===== src/rtl/adc_sequencer.sv =====
// adc_sequencer
//   Programs the preamp gains, then triggers the ADC at a run-time period and
//   box-car averages 2**AVG_LOG2 signed samples per channel. Re-programs the
//   amp when the requested gains differ from the latched ones, and raises
//   sticky flags for conversion timeouts and period overruns.
//
// Ports
//   CLK50MHZ     system clock
//   RST          synchronous reset, active high
//   en           run enable (sampled in IDLE / PERIOD_WAIT only)
//   period       cycles between adc_trig pulses (values below 2 act as 2)
//   gain_a/b     requested gain codes
//   err_clr      clears timeout_err / overrun_err
//   amp_trig     one-cycle request to the amp driver
//   amp_a/b      latched gain codes presented with amp_trig
//   amp_done     amp driver finished (pulse)
//   adc_trig     one-cycle conversion request
//   adc_done     conversion finished, adc_a/adc_b valid this cycle
//   adc_a/b      two's complement samples
//   avg_a/b      averaged results, held until the next avg_valid
//   avg_valid    one-cycle pulse with new averages
//   busy         controller is not idle
//   timeout_err  sticky: conversion did not finish within TIMEOUT cycles
//   overrun_err  sticky: period expired while a conversion was in flight
module adc_sequencer #(
  parameter int ADC_W    = 14,
  parameter int PERIOD_W = 32,
  parameter int AVG_LOG2 = 2,
  parameter int TIMEOUT  = 1024
) (
  input  logic                CLK50MHZ,
  input  logic                RST,
  input  logic                en,
  input  logic [PERIOD_W-1:0] period,
  input  logic [3:0]          gain_a,
  input  logic [3:0]          gain_b,
  input  logic                err_clr,
  output logic                amp_trig,
  output logic [3:0]          amp_a,
  output logic [3:0]          amp_b,
  input  logic                amp_done,
  output logic                adc_trig,
  input  logic                adc_done,
  input  logic [ADC_W-1:0]    adc_a,
  input  logic [ADC_W-1:0]    adc_b,
  output logic [ADC_W-1:0]    avg_a,
  output logic [ADC_W-1:0]    avg_b,
  output logic                avg_valid,
  output logic                busy,
  output logic                timeout_err,
  output logic                overrun_err
);

  localparam int ACC_W = ADC_W + AVG_LOG2;
  localparam int CNT_W = (AVG_LOG2 > 0) ? AVG_LOG2 : 1;
  localparam int TO_W  = (TIMEOUT > 1) ? $clog2(TIMEOUT) : 1;
  localparam logic [CNT_W-1:0] LAST_CNT = CNT_W'((1 << AVG_LOG2) - 1);
  localparam logic [TO_W-1:0]  TO_LAST  = TO_W'(TIMEOUT - 1);

  typedef enum logic [2:0] {
    S_IDLE,
    S_AMP_SET,
    S_AMP_WAIT,
    S_PERIOD_WAIT,
    S_ADC_START,
    S_ADC_WAIT,
    S_ACCUM
  } state_t;

  state_t              r_state;
  logic [PERIOD_W-1:0] r_pcnt;
  logic [TO_W-1:0]     r_tcnt;
  logic [CNT_W-1:0]    r_count;
  logic                r_amp_trig;
  logic [3:0]          r_amp_a;
  logic [3:0]          r_amp_b;
  logic                r_adc_trig;
  logic                r_avg_valid;
  logic                r_busy;
  logic                r_timeout_err;
  logic                r_overrun_err;

  logic [PERIOD_W-1:0] w_period_m1;
  logic                w_expired;
  logic                w_gain_change;
  logic                w_capture;
  logic                w_accum;
  logic                w_block_end;
  logic                w_acc_clr;
  logic                w_pcnt_run;

  logic [1:0][ADC_W-1:0] w_adc_in;
  logic [1:0][ADC_W-1:0] w_avg;

  // Effective period minus one, with the period clamped to at least 2.
  assign w_period_m1   = (period < PERIOD_W'(2)) ? PERIOD_W'(1) : period - PERIOD_W'(1);
  assign w_expired     = (r_pcnt == '0);
  assign w_gain_change = ({gain_a, gain_b} != {r_amp_a, r_amp_b});
  assign w_capture     = (r_state == S_ADC_WAIT) && adc_done;
  assign w_accum       = (r_state == S_ACCUM);
  assign w_block_end   = w_accum && (r_count == LAST_CNT);
  assign w_acc_clr     = (r_state == S_PERIOD_WAIT) && (!en || (w_expired && w_gain_change));
  assign w_pcnt_run    = (r_state == S_PERIOD_WAIT) || (r_state == S_ADC_START) ||
                         (r_state == S_ADC_WAIT) || (r_state == S_ACCUM);

  assign w_adc_in = {adc_b, adc_a};

  // Per-channel sample capture, accumulation and averaging.
  genvar gi;
  for (gi = 0; gi < 2; gi++) begin : g_ch
    logic signed [ADC_W-1:0] r_smp;
    logic signed [ACC_W-1:0] r_acc;
    logic [ADC_W-1:0]        r_avg;
    logic signed [ACC_W-1:0] w_acc_next;

    // The signed size cast sign-extends the sample into the wider accumulator.
    assign w_acc_next = r_acc + ACC_W'(r_smp);

    always_ff @(posedge CLK50MHZ) begin
      if (RST) begin
        r_smp <= '0;
        r_acc <= '0;
        r_avg <= '0;
      end else begin
        if (w_capture) begin
          r_smp <= w_adc_in[gi];
        end
        if (w_acc_clr || w_block_end) begin
          r_acc <= '0;
        end else if (w_accum) begin
          r_acc <= w_acc_next;
        end
        // Arithmetic shift gives the floor of the mean for negative sums.
        if (w_block_end) begin
          r_avg <= ADC_W'(w_acc_next >>> AVG_LOG2);
        end
      end
    end

    assign w_avg[gi] = r_avg;
  end

  // Control FSM. Pulse outputs are registered on the transition into the
  // state they belong to, so they are high exactly while that state is held.
  always_ff @(posedge CLK50MHZ) begin
    if (RST) begin
      r_state       <= S_IDLE;
      r_pcnt        <= '0;
      r_tcnt        <= '0;
      r_count       <= '0;
      r_amp_trig    <= 1'b0;
      r_amp_a       <= '0;
      r_amp_b       <= '0;
      r_adc_trig    <= 1'b0;
      r_avg_valid   <= 1'b0;
      r_busy        <= 1'b0;
      r_timeout_err <= 1'b0;
      r_overrun_err <= 1'b0;
    end else begin
      r_amp_trig  <= 1'b0;
      r_adc_trig  <= 1'b0;
      r_avg_valid <= 1'b0;

      if (err_clr) begin
        r_timeout_err <= 1'b0;
        r_overrun_err <= 1'b0;
      end

      // Saturating period counter; the reloads below take precedence.
      if (w_pcnt_run && (r_pcnt != '0)) begin
        r_pcnt <= r_pcnt - PERIOD_W'(1);
      end

      // Period ran out while a conversion is still in flight. Placed after
      // err_clr so a simultaneous set wins.
      if (((r_state == S_ADC_WAIT) || (r_state == S_ACCUM)) && (r_pcnt == '0)) begin
        r_overrun_err <= 1'b1;
      end

      case (r_state)
        S_IDLE: begin
          if (en) begin
            r_state    <= S_AMP_SET;
            r_busy     <= 1'b1;
            r_amp_a    <= gain_a;
            r_amp_b    <= gain_b;
            r_amp_trig <= 1'b1;
          end
        end
        S_AMP_SET: begin
          r_state <= S_AMP_WAIT;
        end
        S_AMP_WAIT: begin
          if (amp_done) begin
            r_state <= S_PERIOD_WAIT;
            r_pcnt  <= w_period_m1;
          end
        end
        S_PERIOD_WAIT: begin
          if (!en) begin
            r_state <= S_IDLE;
            r_busy  <= 1'b0;
            r_count <= '0;
          end else if (w_expired && w_gain_change) begin
            r_state    <= S_AMP_SET;
            r_amp_a    <= gain_a;
            r_amp_b    <= gain_b;
            r_amp_trig <= 1'b1;
            r_count    <= '0;
          end else if (w_expired) begin
            r_state    <= S_ADC_START;
            r_adc_trig <= 1'b1;
          end
        end
        S_ADC_START: begin
          r_state <= S_ADC_WAIT;
          r_tcnt  <= '0;
          // Reload folded together with this cycle's decrement, so the next
          // trigger lands exactly max(period,2) cycles after this one.
          r_pcnt  <= w_period_m1 - PERIOD_W'(1);
        end
        S_ADC_WAIT: begin
          if (adc_done) begin
            r_state <= S_ACCUM;
          end else if (r_tcnt == TO_LAST) begin
            r_state       <= S_PERIOD_WAIT;
            r_timeout_err <= 1'b1;
          end else begin
            r_tcnt <= r_tcnt + TO_W'(1);
          end
        end
        S_ACCUM: begin
          r_state <= S_PERIOD_WAIT;
          if (r_count == LAST_CNT) begin
            r_count     <= '0;
            r_avg_valid <= 1'b1;
          end else begin
            r_count <= r_count + CNT_W'(1);
          end
        end
        default: begin
          r_state <= S_IDLE;
          r_busy  <= 1'b0;
        end
      endcase
    end
  end

  assign amp_trig    = r_amp_trig;
  assign amp_a       = r_amp_a;
  assign amp_b       = r_amp_b;
  assign adc_trig    = r_adc_trig;
  assign avg_a       = w_avg[0];
  assign avg_b       = w_avg[1];
  assign avg_valid   = r_avg_valid;
  assign busy        = r_busy;
  assign timeout_err = r_timeout_err;
  assign overrun_err = r_overrun_err;

endmodule


===== config.mk =====
export PLATFORM = sky130hd
export DESIGN_NAME = adc_sequencer
export DESIGN_NICKNAME = d
export VERILOG_FILES = /design/src/rtl/adc_sequencer.sv
export SDC_FILE = /design/constraint.sdc
export NUM_CORES = 1
export LEC_CHECK = 0
export CAP_MARGIN = 20
export CORE_MARGIN = 4
export CORE_UTILIZATION = 59
export CTS_BUF_LIST = sky130_fd_sc_hd__clkbuf_2
export CTS_CLUSTER_DIAMETER = 30
export CTS_CLUSTER_SIZE = 16
export DETAILED_ROUTE_END_ITERATION = 8
export PLACE_DENSITY = 0.84
export SYNTH_ARGS = -nofsm -noshare
export SYNTH_HDL_FRONTEND = slang
export SYNTH_SLANG_ARGS = --single-unit

===== constraint.sdc =====
create_clock -name CLK50MHZ -period 4.1 [get_ports CLK50MHZ]
set_clock_uncertainty 0.2 [all_clocks]
set_input_delay 0.41 -clock CLK50MHZ [delete_from_list [all_inputs] [get_ports CLK50MHZ]]
set_output_delay 0.41 -clock CLK50MHZ [all_outputs]
set_load 0.01 [all_outputs]

Yosys cells after proc, flatten, opt, wreduce, memory -nomap -nowiden --
Cells that the tools add are included.
Storage, ports and cells: memory bits (writable) 0, latch bits 0, memory bits (read-only) 0, logic and storage cells 120, register bits 149, memories kept 0
Operators by class: mux-type cells 42, multiply operators 0, magnitude comparators 1, add/subtract/negate cells 7, bitwise operators 4, equality and inequality tests 19, reduce and logical (&&, ||, !) cells 29, div/mod/pow operators 0, shifts and indexed selects 0
Operator list (count):
- 2-to-1 mux 32 bit | 3
- subtractor 32 x 1 -> 32 bit, second input constant | 3
- case mux 32 bit (2 select lines) | 1
- adder 16 x 14 -> 16 bit | 2
- logical NOT 32 bit | 1
- < comparator 32 x 2 -> 1 bit, second input constant | 1
- nonzero test 32 bit | 1
- 2-to-1 mux 4 bit | 6
- 2-to-1 mux 3 bit | 7
- case mux 3 bit (7 select lines) | 1
- 2-to-1 mux 10 bit | 2
- case mux 10 bit (2 select lines) | 1
- case mux 4 bit (2 select lines) | 2
- 2-to-1 mux 1 bit | 13
- inequality test 2 bit, second input constant | 6
- adder 10 x 1 -> 10 bit, second input constant | 1
- equality test 10 bit, second input constant | 1
- equality test 3 bit, second input constant | 3
- inequality test 8 bit | 1
- AND reduction 4 bit | 2
- nonzero test 2 bit | 4
- equality test 3 x 2 -> 1 bit, second input constant | 2
- logical AND 1 bit | 6
- logical OR 1 bit | 6
- other kinds (18) | 26

Depth between registers and ports, before layout --
depth after elaboration 8, depth in mapped cells 15

Worst setup path before layout --
No wires, ideal clock.
kind input to register, from input port period[8], to register r_pcnt[30], setup slack 465 ps, data required time 3821 ps, stages 13, arrival time 3356 ps, setup time 79 ps, cells stage by stage buf_4 -> nor4_4 -> and3_1 -> clkbuf_1 -> nand4_1 -> clkbuf_1 -> clkbuf_1 -> nand2b_1 -> ha_1 -> clkbuf_1 -> nand3_1 -> or4_1 -> o211ai_1
Between the ends: cells in the longest elaborated chain, start to end 4, elaborated cells between the ends (all ways) 6, those cells by class add/sub: 2; order compare: 1; mux: 3
RTL lines:
- from (decl) | line 34 | input logic [PERIOD_W-1:0] period,
- subtractor 32 x 1 -> 32 bit or < comparator 32 x 2 -> 1 bit (tied branches) | line 96 | assign w_period_m1 = (period < PERIOD_W'(2)) ? PERIOD_W'(1) : period - PERIOD_W'(1);
- 2-to-1 mux 32 bit * | line 96
- subtractor 32 x 1 -> 32 bit or 2-to-1 mux 32 bit (tied branches) | line 220, 194
- case mux 32 bit (2 select lines) * | line 180 | case (r_state)
- to (signal assigned) | line 171 | r_pcnt <= r_pcnt - PERIOD_W'(1);
- to (signal assigned) | line 196 | r_pcnt <= w_period_m1;
- to (signal assigned) | line 220 | r_pcnt <= w_period_m1 - PERIOD_W'(1);
- to (decl) | line 71 | logic [PERIOD_W-1:0] r_pcnt;
Mark *: on every way between the ends. The rest lies on a longest branch, timed or not. A chain may end at the register's enable or synchronous reset.

Worst setup path after layout --
from register r_pcnt[4], to register r_pcnt[30]
Between the ends: cells in the longest elaborated chain, start to end 5, elaborated cells between the ends (all ways) 6, those cells by class add/sub: 1; mux: 3; reduce/logical: 2
RTL lines:
- parallel branches: the longest is 2 deep, another holds subtractor 32 x 1 -> 32 bit
- 2-to-1 mux 32 bit * | line 170 | if (w_pcnt_run && (r_pcnt != '0)) begin
- 2-to-1 mux 32 bit | line 194 | if (amp_done) begin
- case mux 32 bit (2 select lines) * | line 180
Every way passes the cells marked *.

==> metrics.md <==
| Metric | Value |
|---|---|
| Status | `finished, final reports clean` |
| Initial antenna violation count | `1` |
| Post-synth ARST share | `0%` |
| Post-Syn Nets | `1399` |
| Chip height | `136.5 um` |
| Post-CTS sizing | `0` |
| Leakage | `4.375 nW` |
| Unrepaired setup endpoints after global routing | `false` |
| Share of layout cells above drive strength 1 | `8.212%` |
| Core footprint | `0.01606 sq mm` |
| Via Count | `9963` |
| CTS tree | `built` |
| Synth top area cells | `dfxtp_1 31%, nand2_1 7.9%, a21oi_1 7.1%, nor2_1 5.2%, ha_1 4.5%` |
| Final GP Congestion | `0.9998` |
| Required time worst endpoint | `4620 ps` |
| Vias per cell | `6.024` |
| Final Setup Violations | `0` |
| Synth unique cells | `90` |
| Commonest non-fill, non-tap cell in the layout | `nand2_1` |
| WS Path Type | `register to register` |
| Critical path data arrival time | `3970 ps` |
| Crit path capture type | `register` |
| Remaining antenna violation count | `0` |
| FMAX | `0.2904 GHz` |
| Startpoint types | `register` |
| Global route overflow | `0` |
| CTS sink cnt | `149` |
| Hold depth | `3` |
| Number of global-route vias before repair | `9155` |
| CTS max path bufs | `2` |
| Hold Crit Class | `input port to register` |
| Synth Warn # | `0` |
| Clk_lat worst skew | `770 ps` |
| Total track usage | `28.38%` |
| Global-route wire length before repair | `43.50 mm` |
| Max VDD drop | `0.1881 mV` |
| Largest net degree at the start of global routing | `60` |
| H-tree levels | `4` |
| Post-synth top area cell | `dfxtp_1` |
| Synth Cell Area | `0.009744 sq mm` |
| # rows | `46` |
| Min Tclk post-route | `3443 ps` |
| Clock-pin slew on the worst setup and hold paths | `230 ps` |
| WL/cell | `16.28 um` |
| Cell count after synthesis | `1288` |
| Post-synth EDFFs | `0` |
| Synth Area per Inst | `7.565 sq um` |
| Slowest cell on crit path | `a2111oi_0` |
| Final count of pins violating max slew | `0` |
| Crit-path max FO | `4` |
| Die area | `0.01864 sq mm` |
| # DRC | `0` |
| Pwr Density | `273.0 mW/mm^2` |
| Total Neg Setup Slack | `0 ps` |
| Drt total wl | `26.92 mm` |
| Initial core utilization | `60.68%` |
| Root buffer cell | `clkbuf_2` |
| Slew headroom | `40.15%` |
| Overall power | `3.212 mW` |
| Multi-input gate area in the final layout | `0.006352 sq mm` |
| Hold_ws | `68.01 ps` |
| Most frequent cells in the layout | `206 x nand2_1, 149 x dfxtp_1, 139 x a21oi_1` |
| Worst path max stage delay | `710 ps` |
| Starting DRT DRC Count | `819` |
| Fin. Hold Viols | `0` |
| Max-cap violations | `0` |
| Nets | `1535` |
| Die Wd | `136.5 um` |
| Reg area | `0.002983 sq mm` |
| Cts bufs inserted | `17` |
| Pre-antenna DRT Iters | `7` |
| Flops & latches, synth | `149` |
| Worst slew pin tran | `886.4 ps` |
| Sequential cell area fraction in the yosys report | `30.61%` |
| Main synth FF type | `dfxtp_1` |
| Port Buffers | `115` |
| Detailed-placement wirelength estimate | `19.79 mm` |
| Share of the synthesized area in the top cell type | `30.61%` |
| Fill cells | `1295` |
| Area growth syn-to-layout | `20.71%` |
| # IOs | `116` |
| Final period util | `83.98%` |
| Worst reg-to-reg path cell count | `8` |
| Critical-path cell list | `or4_1 -> a2111oi_0 -> nor4b_2 -> nand2_1 -> nor4_1 -> xor2_1 -> a22oi_1 -> o211ai_1` |
[cell usage after synthesis (all sizes together), types with 9 or more instances]
cell	n
nand3b	9
nand4	23
inv	24
nand2	206
ha	35
nand2b	13
nand3	29
nor3	43
o211ai	19
nor2	135
nor4	20
or2	12
dfxtp	149
and3	12
xnor2	49
o21a	12
a31oi	13
buf	16
a22oi	10
or3	16
o31ai	10
a21o	9
a211oi	13
xor2	46
o21ai	47
a21oi	141
clkbuf	57
or4	15
[path summary, 6_finish.rpt]
path	start	to	slack, ps
worst max-delay path	r_pcnt[4]$_SDFF_PP0_	r_pcnt[30]$_SDFF_PP0_	660
worst min-delay path	gain_b[3]	amp_b[3]$_SDFFE_PP0P_	70
worst max register to register	r_pcnt[4]$_SDFF_PP0_	r_pcnt[30]$_SDFF_PP0_	660
worst min register to register	avg_a[4]$_SDFFE_PP0P_	avg_a[4]$_SDFFE_PP0P_	270
[critical path: cells and delay by family (launching register included)]
family,cells,cell delay [ps]
xor+xnor,1,260
simple gates,4,1590
flops,1,400
compound gates,3,970
[power by group]
group / internal [mW] / leakage, nW / total [mW] / switching (mW)
clock: 0.349 / 0.148 / 0.912 / 0.563
combinational: 0.327 / 3.02 / 0.743 / 0.416
sequential: 1.50 / 1.20 / 1.56 / 0.0547
[repair_timing]
action / in CTS / in global routing
setup buffers: 0 / 0
hold buffers: 26 / 4
endpoints found under the hold margin: 35 / 4
[sequential cells by signal, summed over array words and instances, names as in the netlist]
name	flops
r_tcnt	10
g_ch.r_smp	28
avg_b	14
r_state	3
avg_a	14
amp_b	4
timeout_err	1
busy	1
avg_valid	1
amp_trig	1
adc_trig	1
overrun_err	1
r_pcnt	32
amp_a	4
r_count	2
g_ch.r_acc	32
[stage by stage]
step	setup WS (ps)	cell area (sq um)	utilization [%]	instances
after CTS	661.7	11720	72.99	1649
after global placement	175.8	11170	69.59	1590
after detailed placement	105.3	11190	69.68	1591
after global routing	367.3	11760	73.25	1654
final	656.9	11760	73.25	1654
after floorplan	465.5	9744	-	1288
[final cells by class]
class,instances,share of cell area [%]
Multi-Input combinational cell,1042,54.01
Tap cell,216,2.298
Timing Repair Buffer,190,15.25
Inverter,24,0.7659
Antenna cell,1,0.02127
Sequential cell,149,25.36
Clock buffer,18,0.7659
Clock inverter,14,1.532
[logic make-up (layout without fill, tap and decap cells)]
logic type      after synthesis  count (layout)  synth area share [%]
simple gates                572             572                 29.24
xor+xnor                     95              95                 8.539
mux                           9               9                0.9374
other cells                   0               1                     0
fa+ha+maj                    37              37                 4.905
flops                       149             149                 30.61
compound gates              329             329                 21.49
buf+inv                      97             246                 4.276
[routing by layer]
| metal | vias up | track usage (%) | wire length, um |
|---|---|---|---|
| met5 | - | 0 | 0 |
| met4 | 0 | 13.05 | 972 |
| met3 | 62 | 5.294 | 1840 |
| met2 | 408 | 47.26 | 12760 |
| met1 | 4600 | 35.60 | 11350 |
| li1 | 4893 | - | - |
Power figures use the tool's default switching activity.
